## src/rtl/uart_tx_serializer.sv

```systemverilog
// UART transmit serializer: start bit, DATA_W payload bits LSB first, optional parity, one stop bit.
// Parity support is compiled only when the macro UART_TX_PARITY_EN is defined.
module uart_tx_serializer #(
    parameter int PRESCALER = 16,
    parameter int DATA_W    = 8
) (
    input  logic              clk2,
    input  logic              rst,
    input  logic [DATA_W-1:0] data_in,
    input  logic              data_valid,
    input  logic              parity_en,
    input  logic              par_type,
    output logic              tx_out,
    output logic              busy,
    output logic              tx_done
);

    localparam int BAUD_W = $clog2(PRESCALER);
    localparam int IDX_W  = (DATA_W > 1) ? $clog2(DATA_W) : 1;
    localparam logic [BAUD_W-1:0] BAUD_LAST = BAUD_W'(PRESCALER - 1);
    localparam logic [IDX_W-1:0]  IDX_LAST  = IDX_W'(DATA_W - 1);

    typedef enum logic [2:0] {
        IDLE   = 3'd0,
        START  = 3'd1,
        DATA   = 3'd2,
        STOP   = 3'd3
`ifdef UART_TX_PARITY_EN
        , PARITY = 3'd4
`endif
    } state_t;

    state_t            state_r, state_s;
    logic [BAUD_W-1:0] baud_r, baud_s;
    logic [IDX_W-1:0]  idx_r, idx_s;
    logic [DATA_W-1:0] data_r, data_s;
    logic              tx_out_r, tx_out_s;
    logic              busy_r, busy_s;
    logic              tx_done_r, tx_done_s;
    logic              bit_end_s;

`ifdef UART_TX_PARITY_EN
    logic par_en_r, par_en_s;
    logic par_type_r, par_type_s;

    function automatic logic parity_of(input logic [DATA_W-1:0] d, input logic odd);
        parity_of = (^d) ^ odd;
    endfunction
`else
    logic unused_parity_s;
    assign unused_parity_s = parity_en ^ par_type;
`endif

    assign bit_end_s = (baud_r == BAUD_LAST);

    // Next-state, counters and the registered-output values derived from the next state
    always_comb begin
        state_s    = state_r;
        baud_s     = baud_r;
        idx_s      = idx_r;
        data_s     = data_r;
`ifdef UART_TX_PARITY_EN
        par_en_s   = par_en_r;
        par_type_s = par_type_r;
`endif
        case (state_r)
            IDLE: begin
                baud_s = {BAUD_W{1'b0}};
                idx_s  = {IDX_W{1'b0}};
                if (data_valid) begin
                    data_s     = data_in;
`ifdef UART_TX_PARITY_EN
                    par_en_s   = parity_en;
                    par_type_s = par_type;
`endif
                    state_s    = START;
                end else begin
                    state_s = IDLE;
                end
            end
            START: begin
                if (bit_end_s) begin
                    baud_s  = {BAUD_W{1'b0}};
                    state_s = DATA;
                end else begin
                    baud_s = baud_r + BAUD_W'(1);
                end
            end
            DATA: begin
                if (bit_end_s) begin
                    baud_s = {BAUD_W{1'b0}};
                    if (idx_r == IDX_LAST) begin
                        idx_s = {IDX_W{1'b0}};
`ifdef UART_TX_PARITY_EN
                        state_s = par_en_r ? PARITY : STOP;
`else
                        state_s = STOP;
`endif
                    end else begin
                        idx_s = idx_r + IDX_W'(1);
                    end
                end else begin
                    baud_s = baud_r + BAUD_W'(1);
                end
            end
`ifdef UART_TX_PARITY_EN
            PARITY: begin
                if (bit_end_s) begin
                    baud_s  = {BAUD_W{1'b0}};
                    state_s = STOP;
                end else begin
                    baud_s = baud_r + BAUD_W'(1);
                end
            end
`endif
            STOP: begin
                if (bit_end_s) begin
                    baud_s  = {BAUD_W{1'b0}};
                    state_s = IDLE;
                end else begin
                    baud_s = baud_r + BAUD_W'(1);
                end
            end
            default: begin
                state_s = IDLE;
                baud_s  = {BAUD_W{1'b0}};
                idx_s   = {IDX_W{1'b0}};
            end
        endcase

        // Outputs are registered from the next state so the line changes on the same edge as the FSM
        case (state_s)
            START:   tx_out_s = 1'b0;
            DATA:    tx_out_s = data_s[idx_s];
`ifdef UART_TX_PARITY_EN
            PARITY:  tx_out_s = parity_of(data_s, par_type_s);
`endif
            default: tx_out_s = 1'b1;
        endcase
        busy_s    = (state_s != IDLE);
        tx_done_s = (state_s == STOP) && (baud_s == BAUD_LAST);
    end

    // State, counters, latched frame and registered outputs
    always_ff @(posedge clk2) begin
        if (rst) begin
            state_r    <= IDLE;
            baud_r     <= {BAUD_W{1'b0}};
            idx_r      <= {IDX_W{1'b0}};
            data_r     <= {DATA_W{1'b0}};
            tx_out_r   <= 1'b1;
            busy_r     <= 1'b0;
            tx_done_r  <= 1'b0;
`ifdef UART_TX_PARITY_EN
            par_en_r   <= 1'b0;
            par_type_r <= 1'b0;
`endif
        end else begin
            state_r    <= state_s;
            baud_r     <= baud_s;
            idx_r      <= idx_s;
            data_r     <= data_s;
            tx_out_r   <= tx_out_s;
            busy_r     <= busy_s;
            tx_done_r  <= tx_done_s;
`ifdef UART_TX_PARITY_EN
            par_en_r   <= par_en_s;
            par_type_r <= par_type_s;
`endif
        end
    end

    assign tx_out  = tx_out_r;
    assign busy    = busy_r;
    assign tx_done = tx_done_r;

endmodule
```

## config.mk

```make
export PLATFORM = sky130hd
export DESIGN_NAME = uart_tx_serializer
export DESIGN_NICKNAME = d
export VERILOG_FILES = /design/src/rtl/uart_tx_serializer.sv
export SDC_FILE = /design/constraint.sdc
export NUM_CORES = 1
export LEC_CHECK = 0
export BUFFER_PORTS_ARGS = -buffer_cell sky130_fd_sc_hd__buf_4
export CAP_MARGIN = 15
export CORE_MARGIN = 4
export CORE_UTILIZATION = 57
export CTS_CLUSTER_SIZE = 16
export DETAILED_ROUTE_END_ITERATION = 10
export PLACE_DENSITY_LB_ADDON = 0.05
export SLEW_MARGIN = 10
export SYNTH_ARGS = -nofsm -noshare
export SYNTH_HDL_FRONTEND = slang
export SYNTH_SLANG_ARGS = --single-unit
```

## constraint.sdc

```tcl
create_clock -name clk2 -period 6.05 [get_ports clk2]
set_clock_uncertainty 0.15 [all_clocks]
set_input_delay 0.605 -clock clk2 [delete_from_list [all_inputs] [get_ports clk2]]
set_output_delay 0.605 -clock clk2 [all_outputs]
set_load 0.01 [all_outputs]
```

Word-level counts from Yosys, hierarchy flattened:

Cells that the tools add are included.

* register bits after elaboration: 21
* memory bits (read-only): 0
* memories: 0
* memory bits (writable): 0
* bits of input ports: 13
* bits in latches: 0

* order comparisons: 1
* shift operators: 0
* muxes and demuxes: 16
* add/sub/neg operators: 2
* eq/ne operators: 9
* $mul: 0
* reductions and logical operators: 5
* divide/modulo/power cells: 0
* bitwise logic cells: 0

Operators with widths (count)
* two-way mux 3 bit: 6
* two-way mux 8 bit: 2
* == test 3 x 2 -> 1 bit (second input constant): 4
* one-hot mux 3 bit (4 select lines): 1
* == test 4 bit (second input constant): 2
* two-way mux 4 bit: 2
* == test 3 x 1 -> 1 bit (second input constant): 2
* one-hot mux 3 bit (2 select lines): 1
* adder 4 x 1 -> 4 bit (second input constant): 1
* < comparator 3 x 4 -> 1 bit (second input constant): 1
* adder 3 x 1 -> 3 bit (second input constant): 1
* binary-select mux 1 bit (select 3 bit): 1
* == test 3 bit (second input constant): 1
* logical NOT 3 bit: 1
* nonzero test 3 bit: 1
* OR reduction 3 bit: 1
* two-way mux 1 bit: 2
* one-hot mux 1 bit (2 select lines): 1
* OR reduction 2 bit: 1
* logical AND 1 bit: 1

Logic depth before layout (Yosys ltp):

Gate-level depths: netlist of the first run.

* depth in word-level cells: 7
* gate-level depth with buffers: 8
* gate-level depth less buffers: 7

Worst setup path before layout of the first run:

Ideal clock, no wire load.

* path kind: reg-to-reg
* start point: register idx_r[0]
* end point: register tx_out_r (netlist: tx_out)
* library setup time: 81 ps
* slack: 3692 ps
* cell stages (with the launch flop): 8
* arrival time: 2128 ps
* buffers on the path: 0
* path through: dfxtp_1 ha_1 ha_1 or4_4 and3_1 o41a_1 a32o_1 a41oi_1

* word-level cells in the longest chain between the ends: 7

Ends and longest elaborated chain
* start, declared: line 35 `logic [IDX_W-1:0] idx_r, idx_s;`
* start signal, assigned: line 149 `idx_r <= {IDX_W{1'b0}};`
* start signal, assigned: line 161 `idx_r <= idx_s;`
* adder 3 x 1 -> 3 bit / == test 3 bit (equally long branches): line 100, 92
* two-way mux 3 bit: line 92 `if (idx_r == IDX_LAST) begin`
* two-way mux 3 bit: line 90 `if (bit_end_s) begin`
* one-hot mux 3 bit (2 select lines): line 66 `case (state_r)`
* binary-select mux 1 bit (select 3 bit): line 134 `DATA: tx_out_s = data_s[idx_s];`
* two-way mux 1 bit (not written as such): line 134
* one-hot mux 1 bit (2 select lines) *: line 132 `case (state_s)`
* end signal, assigned: line 163 `tx_out_r <= tx_out_s;`
* end, declared: line 37 `logic tx_out_r, tx_out_s;`

Every way passes the cells marked *; elsewhere a longest branch is shown, timed or not. The select of a mux whose other input is x is not followed.
A chain may end at the register's enable or synchronous reset.

Worst setup path in the final report of the first run:

* start point: register state_r[2]
* end point: register tx_out_r (netlist: tx_out)

* word-level cells in the longest chain between the ends: 6

Ends and longest elaborated chain
* start, declared: line 33 `state_t state_r, state_s;`
* start signal, assigned: line 159 `state_r <= state_s;`
* == test 3 x 2 -> 1 bit / == test 3 x 1 -> 1 bit (equally long branches): line 66
* OR reduction 2 bit (no source line)
* one-hot mux 3 bit (2 select lines): line 66
* binary-select mux 1 bit (select 3 bit): line 134
* two-way mux 1 bit (not written as such): line 134
* one-hot mux 1 bit (2 select lines) *: line 132

Marked as above.

==> metrics.md, run 1 <==
| Metric | Value |
|---|---|
| Fraction of registers with async set/reset | 0% |
| Layout cells sized above 1 | 21.1% |
| Die Ht | 49.6 um |
| Clk slew on worst S/H paths | 0.11 ns |
| # nets final | 131 |
| Top post-synthesis cells by area | dfxtp_1 43%, mux2i_1 11%, nor2_1 6.5% |
| Synth Register Bits | 21 |
| Vias/cell | 5.82 |
| Grt total ovfl | 0 |
| Synth top area share | 42.7% |
| Max-cap violation count | 0 |
| Required time of the critical path | 6.14 ns |
| PortBufs | 13 |
| Most common cell in the netlist | dfxtp_1 |
| # hold bufs at CTS | 0 |
| Hold Crit Class | flop to flop |
| Sink Count | 21 |
| Clock Tree Root | clkbuf_4 |
| Core ar. | 1580 sq um |
| Clock buffer count from CTS | 3 |
| Number of global-route vias before repair | 737 |
| Worst skew pair latency | 0.30 ns |
| Power Dens Cells | 210 nW/um^2 |
| DP Area | 1080 sq um |
| Total GRT Usage | 16.2% |
| Slew Limit Headroom | 25.2% |
| Post-synth top area cell | dfxtp_1 |
| Endpoints failing hold | 0 |
| PnR worst setup slack | 3.28 ns |
| Routed Antenna Nets | 0 |
| Startpoint Class | flop |
| DRT Pass-1 Iters | 4 |
| Final setup fails | 0 |
| RePlAce Congestion | 0.746 |
| Most used DFF post-synth | dfxtp_1 |
| Clock power frac | 28.5% |
| CP Class | flop to flop |
| Number of synthesized flops with an enable pin | 0 |
| Crit path from | state_r[2] |
| CTS tree | yes |
| Switching Share | 22.6% |
| Largest net degree at the start of global routing | 15 |
| Seq/Total Area, Yosys | 42.7% |
| Top post-synthesis cells by count | 21 x dfxtp_1, 17 x nor2_1, 11 x mux2i_1 |
| Worst Hold Launch | data_r[5] |
| First-pass GRT wire length | 3110 um |
| Rows | 14 |
| Routed vias | 756 |
| Achievable Freq | 361 MHz |
| H-tree levels | 1 |
| Critical Path AT | 2.86 ns |
| Post-CTS resize count | 0 |
| Pint | 0.180 mW |
| YS warnings | 0 |
| Die area | 2460 sq um |
| Syn_nets | 117 |
| Synth Area per Inst | 9.75 sq um |
| Final worst-path cycle share | 45.8% |
| Part of the power in combinational logic | 9.3% |
| Max Root-Sink Buffers | 2 |
| Status | complete, no violations |
| Mapped Cells | 101 |
| Area grow syn2layout | 12.5% |
| DR iter-0 viols | 12 |
| Post-synth cell types | 37 |
| Initial core utilization | 62.5% |
| Place WS | 3.10 ns |
| Worst VDD drop | 160 uV |
| Total routed wirelength | 1820 um |
| DRC | 0 |
| R2R Path Start | state_r[2] |
| Critical path fanouts, max | 9 |
| Switching power | 0.0525 mW |
| Antenna violations before repair | 0 |
| Wire per inst | 14.0 um |
| Worst-Margin Slew | 1.12 ns |
| Tmin final | 2.77 ns |
| Detailed Place HPWL | 1340 um |
| Unrepaired setup endpoints after global routing | no |
| Synth Cell Area | 985 sq um |
| Final Max Tran Viols | 0 |
| Leakage | 0.492 nW |
| # diodes | 0 |
| Number of setup buffers added after CTS | 0 |
| Filler Cell Count | 128 |
| Share of power burned in registers | 62.3% |
| Chip width | 49.6 um |
| Setup TNS | 0 ns |
| IO Pins | 16 |
| Crit. End Element | flop |
| Final Cell Area | 1110 sq um |
final timing paths:
kind / end / slack [ns] / depth (start not counted)
hold / removal: data_r[5] / 0.35 / 2
hold reg to reg: data_r[5] / 0.35 / 2
setup / recovery: tx_out / 3.28 / 6
setup reg to reg: tx_out / 3.28 / 6
metrics by stage:
step / hold WS, ns / util (%) / power (mW) / std cells
floorplan: 0.299 / - / 0.161 / 101
global placement: 0.323 / 68.6 / 0.169 / 126
detailed placement: 0.338 / 68.6 / 0.170 / 126
CTS: 0.361 / 70.2 / 0.235 / 130
global route: 0.411 / 70.2 / 0.245 / 130
finish: 0.354 / 70.2 / 0.233 / 130
layer usage:
| metal | GRT usage [%] | share of wire, % | vias up | routed length, um |
|---|---|---|---|---|
| met3 | 4.52 | 5.3 | 5 | 96 |
| met5 | 0 | 0 | - | 0 |
| met2 | 23.8 | 45 | 15 | 819 |
| met1 | 20.7 | 48 | 342 | 869 |
| met4 | 10.1 | 2.0 | 0 | 36 |
| li1 | - | - | 394 | - |
cell type report:
type / count / area [sq um] / share of cell area, %
Clock buffer: 4 / 26.3 / 2.37
Sequential cell: 21 / 420 / 38.0
Timing Repair Buffer: 13 / 97.6 / 8.81
Inverter: 2 / 7.51 / 0.678
Multi-Input combinational cell: 74 / 536 / 48.4
Tap cell: 16 / 20.0 / 1.81
power groups by stage:
stage / registers [mW] / logic [mW] / clock network (mW)
CTS: 0.145 / 0.0218 / 0.0688
global route: 0.145 / 0.0242 / 0.0751
detailed placement: 0.148 / 0.0217 / 0
finish: 0.145 / 0.0216 / 0.0662
floorplan: 0.147 / 0.0139 / 0
global placement: 0.148 / 0.0211 / 0
cells by family after synthesis:
group                      synth area share [%]
and+or+nand+nor                            27.1
DFF                                        42.7
AOI/OAI and AO/OA                          9.28
muxes                                      11.2
buffers and inverters                      2.92
adders and majority gates                  3.81
xor gates and xnor gates                   2.67
other                                     0.381
critical path: stages, from the launching register on:
cell and delay [ns]:
dfxtp_1 0.41, nor4b_2 0.99, mux2i_1 0.22, and3_1 0.20, o41a_1 0.36, a32o_1 0.22, a41oi_1 0.15
flip-flops by register name, indices dropped and copies added (netlist names):
| signal | count |
|---|---|
| data_r | 8 |
| baud_r | 4 |
| idx_r | 3 |
| state_r | 3 |
| busy | 1 |
| tx_done | 1 |
| tx_out | 1 |
placed cells by master, fill, tap and decap left out, types with 2 or more instances in the layout:
| master | n |
|---|---|
| dfxtp_1 | 21 |
| ha_1 | 3 |
| and3_2 | 2 |
| nor4_1 | 2 |
| inv_1 | 2 |
| xor2_1 | 2 |
| clkbuf_4 | 3 |
| nor2_1 | 17 |
| nor3_1 | 5 |
| buf_4 | 13 |
| nor2b_1 | 2 |
| nand4_1 | 2 |
| nand3_1 | 4 |
| nand2b_1 | 2 |
| a41oi_1 | 2 |
| mux2i_1 | 11 |
Power figures use the tool's default switching activity.
==> run 2: changes to the inputs <==
- CORE_UTILIZATION: 57 -> 53
- clock period: 6.05 -> 2.8 ns (I/O delays scaled with it)
==> run 2 against run 1 <==
  * Cell area grew 2.5%
  * Count of clock-buffer cells in the layout is 1 lower
  * Core utilization is 5.2 points lower
  * Register-to-register slack got worse by 3.0 ns
  * Routed wire length increased by 0.16%
  * Global-route usage down 0.53 points
  * Sequential share of layout area down 0.92 points
  * Worst hold slack lost 0.28 ns
  * Power increased by 120%
  * Critical path depth is 1 higher
  * Die area is 6.3% higher
  * Clock power up 120%
==> metrics.md, run 2 (synthesis gave the netlist of run 1 again) <==
| Metric | Value |
|---|---|
| Grt total ovfl | 0 |
| DRT Pass-1 Iters | 4 |
| Antenna violations before repair | 0 |
| Worst skew pair latency | 0.31 ns |
| DR iter-0 viols | 8 |
| Clock Tree Root | clkbuf_4 |
| Number of flip-flops in the largest register | 8 |
| Hold Crit Class | primary input to flop |
| Chip width | 51.1 um |
| Hold_ws | 0.0761 ns |
| # diodes | 0 |
| Total routed wirelength | 1820 um |
| PortBufs | 13 |
| Final worst-path cycle share | 89.3% |
| Endpoints failing hold | 0 |
| Routed Antenna Nets | 0 |
| Layout cells sized above 1 | 23.3% |
| Max-cap violation count | 0 |
| # hold bufs at CTS | 0 |
| Die area | 2610 sq um |
| IO Pins | 16 |
| Total GRT Usage | 15.7% |
| Worst VDD drop | 254 uV |
| Rows | 15 |
| Final Max Tran Viols | 0 |
| Power Dens Cells | 449 nW/um^2 |
| Area grow syn2layout | 15.2% |
| Largest net degree at the start of global routing | 15 |
| Crit. End Element | flop |
| Achievable Freq | 400 MHz |
| Clock buffer count from CTS | 3 |
| Detailed Place HPWL | 1430 um |
| Most frequent cells in the layout | 21 x dfxtp_1, 17 x nor2_1, 15 x buf_4 |
| Clk slew on worst S/H paths | 0.12 ns |
| Commonest non-fill, non-tap cell in the layout | dfxtp_1 |
| Max Root-Sink Buffers | 2 |
| DRC | 0 |
| CTS tree | yes |
| H-tree levels | 1 |
| Wire per inst | 12.9 um |
| # nets final | 133 |
| Setup TNS | 0 ns |
| Status | complete, no violations |
| Initial core utilization | 56.4% |
| Biggest register | data_r |
| Routed vias | 768 |
| Sink Count | 21 |
| Post-CTS resize count | 0 |
| Number of global-route vias before repair | 685 |
| Unrepaired setup endpoints after global routing | no |
| Critical path fanouts, max | 5 |
| Largest regs | data_r: 8 flops, baud_r: 4 flops |
| Number of setup buffers added after CTS | 0 |
| Startpoint Class | flop |
| Tmin final | 2.50 ns |
| Die Ht | 51.1 um |
| CP Class | flop to flop |
| Leakage | 0.504 nW |
| Final setup fails | 0 |
| Required time of the critical path | 2.89 ns |
| Critical Path AT | 2.59 ns |
| First-pass GRT wire length | 3050 um |
| RePlAce Congestion | 0.771 |
| Vias/cell | 5.45 |
| Core ar. | 1750 sq um |
## run 2: report_power, final
part           leakage (nW)  internal [mW]  switching [mW]  total, mW
combinational         0.316         0.0269          0.0208     0.0477
clock                0.0177         0.0533          0.0951      0.148
sequential            0.171          0.308         0.00537      0.313
total                 0.504          0.388           0.121      0.509
## run 2: path summary, 6_finish.rpt
kind | end | depth (start not counted) | slack, ns | start
worst min register to register | baud_r[0] | 1 | 0.35 | baud_r[0]
worst max-delay path | tx_out | 7 | 0.30 | idx_r[0]
worst max register to register | tx_out | 7 | 0.30 | idx_r[0]
worst min-delay path | data_r[3] | 3 | 0.08 | data_in[3]
## run 2: through the flow
stage	instance area [sq um]	power [mW]	util, %	cells	setup WS (ns)
3_3_place_gp	1110	0.366	63.4	137	0.345
6_report	1130	0.509	65.0	141	0.300
3_5_place_dp	1110	0.368	63.4	137	0.317
2_1_floorplan	985	0.348	-	101	0.442
4_1_cts	1130	0.515	65.0	141	0.299
5_1_grt	1130	0.536	65.0	141	0.153
## run 2: layout make-up
class	instances	area [sq um]
multi-input cells	74	536
clock inverters	1	5.00
inverters	2	7.51
repair buffers	15	113
flip-flops and latches	21	420
clock buffers	3	22.5
well taps	25	31.3
fillers	165	611
## run 2: routing by layer
metal	GRT usage, %	wire (um)	up-vias
met2	25.1	838	10
li1	-	-	400
met4	6.73	31	0
met1	20.1	909	353
met5	0	0	-
met3	3.50	44	5
## run 2: critical path, stage by stage (launching register included)
cell     delay (ns)
dfxtp_1        0.37
ha_1           0.21
ha_1           0.24
or4_4          0.54
and3_1         0.19
o41a_1         0.35
a32o_1         0.22
a41oi_1        0.16
==> run 3: changes to the inputs <==
- CORE_UTILIZATION: 53 -> 50
- PLACE_DENSITY: unset -> 0.72
- PLACE_DENSITY_LB_ADDON: 0.05 -> unset
==> run 3 against run 2 <==
  * Sequential power hardly changed
  * Worst hold slack worse by 0.0010 ns
  * Core utilization is 2.3 points lower
  * Sequential share of layout area is 0.16 points higher
  * Final cell count is 0.71% lower
  * First-iteration DRC count is 50% lower
  * Die area is 5.0% higher
  * Routed wire length is 6.3% lower
  * Critical path depth stayed put
==> metrics.md, run 3 (synthesis gave the netlist of run 1 again) <==
| Metric | Value |
|---|---|
| Status | complete, no violations |
| CP Class | flop to flop |
| Die area | 2740 sq um |
| Number of global-route vias before repair | 705 |
| DRC | 0 |
| Final Max Tran Viols | 0 |
| Clock Tree Root | clkbuf_4 |
| Part of the power in combinational logic | 9.4% |
| Final Cell Area | 1130 sq um |
| Post-CTS resize count | 0 |
| Commonest non-fill, non-tap cell in the layout | dfxtp_1 |
| Share of power burned in registers | 62.3% |
| Pint | 0.389 mW |
| Filler Cell Count | 164 |
| IO Pins | 16 |
| Vias/cell | 5.44 |
| Critical Path AT | 2.60 ns |
| Number of setup buffers added after CTS | 0 |
| DR iter-0 viols | 4 |
| Routed vias | 762 |
| Hold Crit Class | primary input to flop |
| CTS tree | yes |
| Total GRT Usage | 14.5% |
| H-tree levels | 1 |
| Clk slew on worst S/H paths | 0.12 ns |
| Worst path max stage delay | 0.51 ns |
| Clock buffer count from CTS | 3 |
| Worst skew pair latency | 0.30 ns |
| Most frequent cells in the layout | 21 x dfxtp_1, 17 x nor2_1, 14 x buf_4 |
| Max-cap violation count | 0 |
| Post-Layout Cell Count | 140 |
| Power Dens Cells | 445 nW/um^2 |
| Slowest cell on crit path | or4_4 |
| Largest net degree at the start of global routing | 15 |
| Grt total ovfl | 0 |
| Antenna violations before repair | 0 |
| Setup TNS | 0 ns |
| Area grow syn2layout | 14.7% |
| Rows | 15 |
| Layout cells sized above 1 | 22.6% |
| Clock power frac | 28.3% |
| Crit. End Element | flop |
| Wire per inst | 12.2 um |
| Unrepaired setup endpoints after global routing | no |
| Tmin final | 2.53 ns |
| Sink Count | 21 |
| Worst-Margin Slew | 0.564 ns |
| Switching Share | 22.7% |
| Total routed wirelength | 1710 um |
| # nets final | 132 |
| Leakage | 0.497 nW |
| First-pass GRT wire length | 2930 um |
| Final setup fails | 0 |
| Max Root-Sink Buffers | 2 |
| Chip width | 52.4 um |
| Number of flip-flops in the largest register | 8 |
| # diodes | 0 |
| Hold_ws | 0.0751 ns |
| Required time of the critical path | 2.87 ns |
| # hold bufs at CTS | 0 |
| Startpoint Class | flop |
| Routed Antenna Nets | 0 |
| Worst VDD drop | 394 uV |
| Endpoints failing hold | 0 |
| Detailed Place HPWL | 1340 um |
| PortBufs | 13 |
| RePlAce Congestion | 0.763 |
| DP Area | 1100 sq um |
| Critical path fanouts, max | 5 |
| Die Ht | 52.4 um |
| Biggest register | data_r |
| Initial core utilization | 54.7% |
| Critical Path, Cell by Cell | ha_1 -> nand4b_4 -> or4_4 -> and3_1 -> o41a_1 -> a32o_1 -> a41oi_1 |
| Slew Limit Headroom | 62.3% |
| Largest regs | data_r: 8 flops, baud_r: 4 flops |
| Core ar. | 1800 sq um |
| Achievable Freq | 395 MHz |
| Switching power | 0.114 mW |
| DRT Pass-1 Iters | 4 |
| Final worst-path cycle share | 90.5% |
| DP Cell Count | 136 |
[run 3: worst paths after layout]
kind | startpoint | end | slack [ns] | depth (start not counted)
worst max-delay path | baud_r[0] | tx_out | 0.27 | 7
worst min-delay path | data_in[5] | data_r[5] | 0.08 | 3
worst max register to register | baud_r[0] | tx_out | 0.27 | 7
worst min register to register | baud_r[0] | baud_r[0] | 0.34 | 1
[run 3: power by group through the flow]
stage                     Combinational, mW  Sequential, mW  Clock, mW
after floorplan                      0.0301           0.318          0
after global placement               0.0468           0.319          0
after detailed placement             0.0478           0.320          0
after CTS                            0.0479           0.313      0.152
after global routing                 0.0529           0.314      0.167
final                                0.0473           0.313      0.142
[run 3: layout make-up]
cell class	count	area (sq um)	area share, %
flip-flops and latches	21	420	37.2
multi-input cells	74	536	47.4
repair buffers	14	105	9.30
clock inverters	1	7.51	0.664
clock buffers	3	22.5	1.99
well taps	25	31.3	2.77
inverters	2	7.51	0.664
[run 3: routing by layer]
metal	routed length (um)	share of wire [%]	global-route usage [%]
met1	841	49	17.8
met4	25	1.5	4.68
met3	66	3.9	5.41
met2	777	45	23.1
met5	0	0	0
[run 3: critical path, delay by kind of cell, from the launching register on]
kind                     cells  cell delay, ns
AO/OA/AOI/OAI                3            0.76
adder cells (fa/ha/maj)      1            0.31
flip-flops                   1            0.39
AND/OR/NAND/NOR              3            0.84
[run 3: per-stage QoR]
step                      worst slack, ns  power [mW]  util (%)
after global placement              0.347       0.366      61.0
after floorplan                     0.442       0.348         -
after global routing                0.185       0.534      62.7
after detailed placement            0.316       0.367      61.0
after CTS                           0.254       0.513      62.7
final                               0.267       0.503      62.7
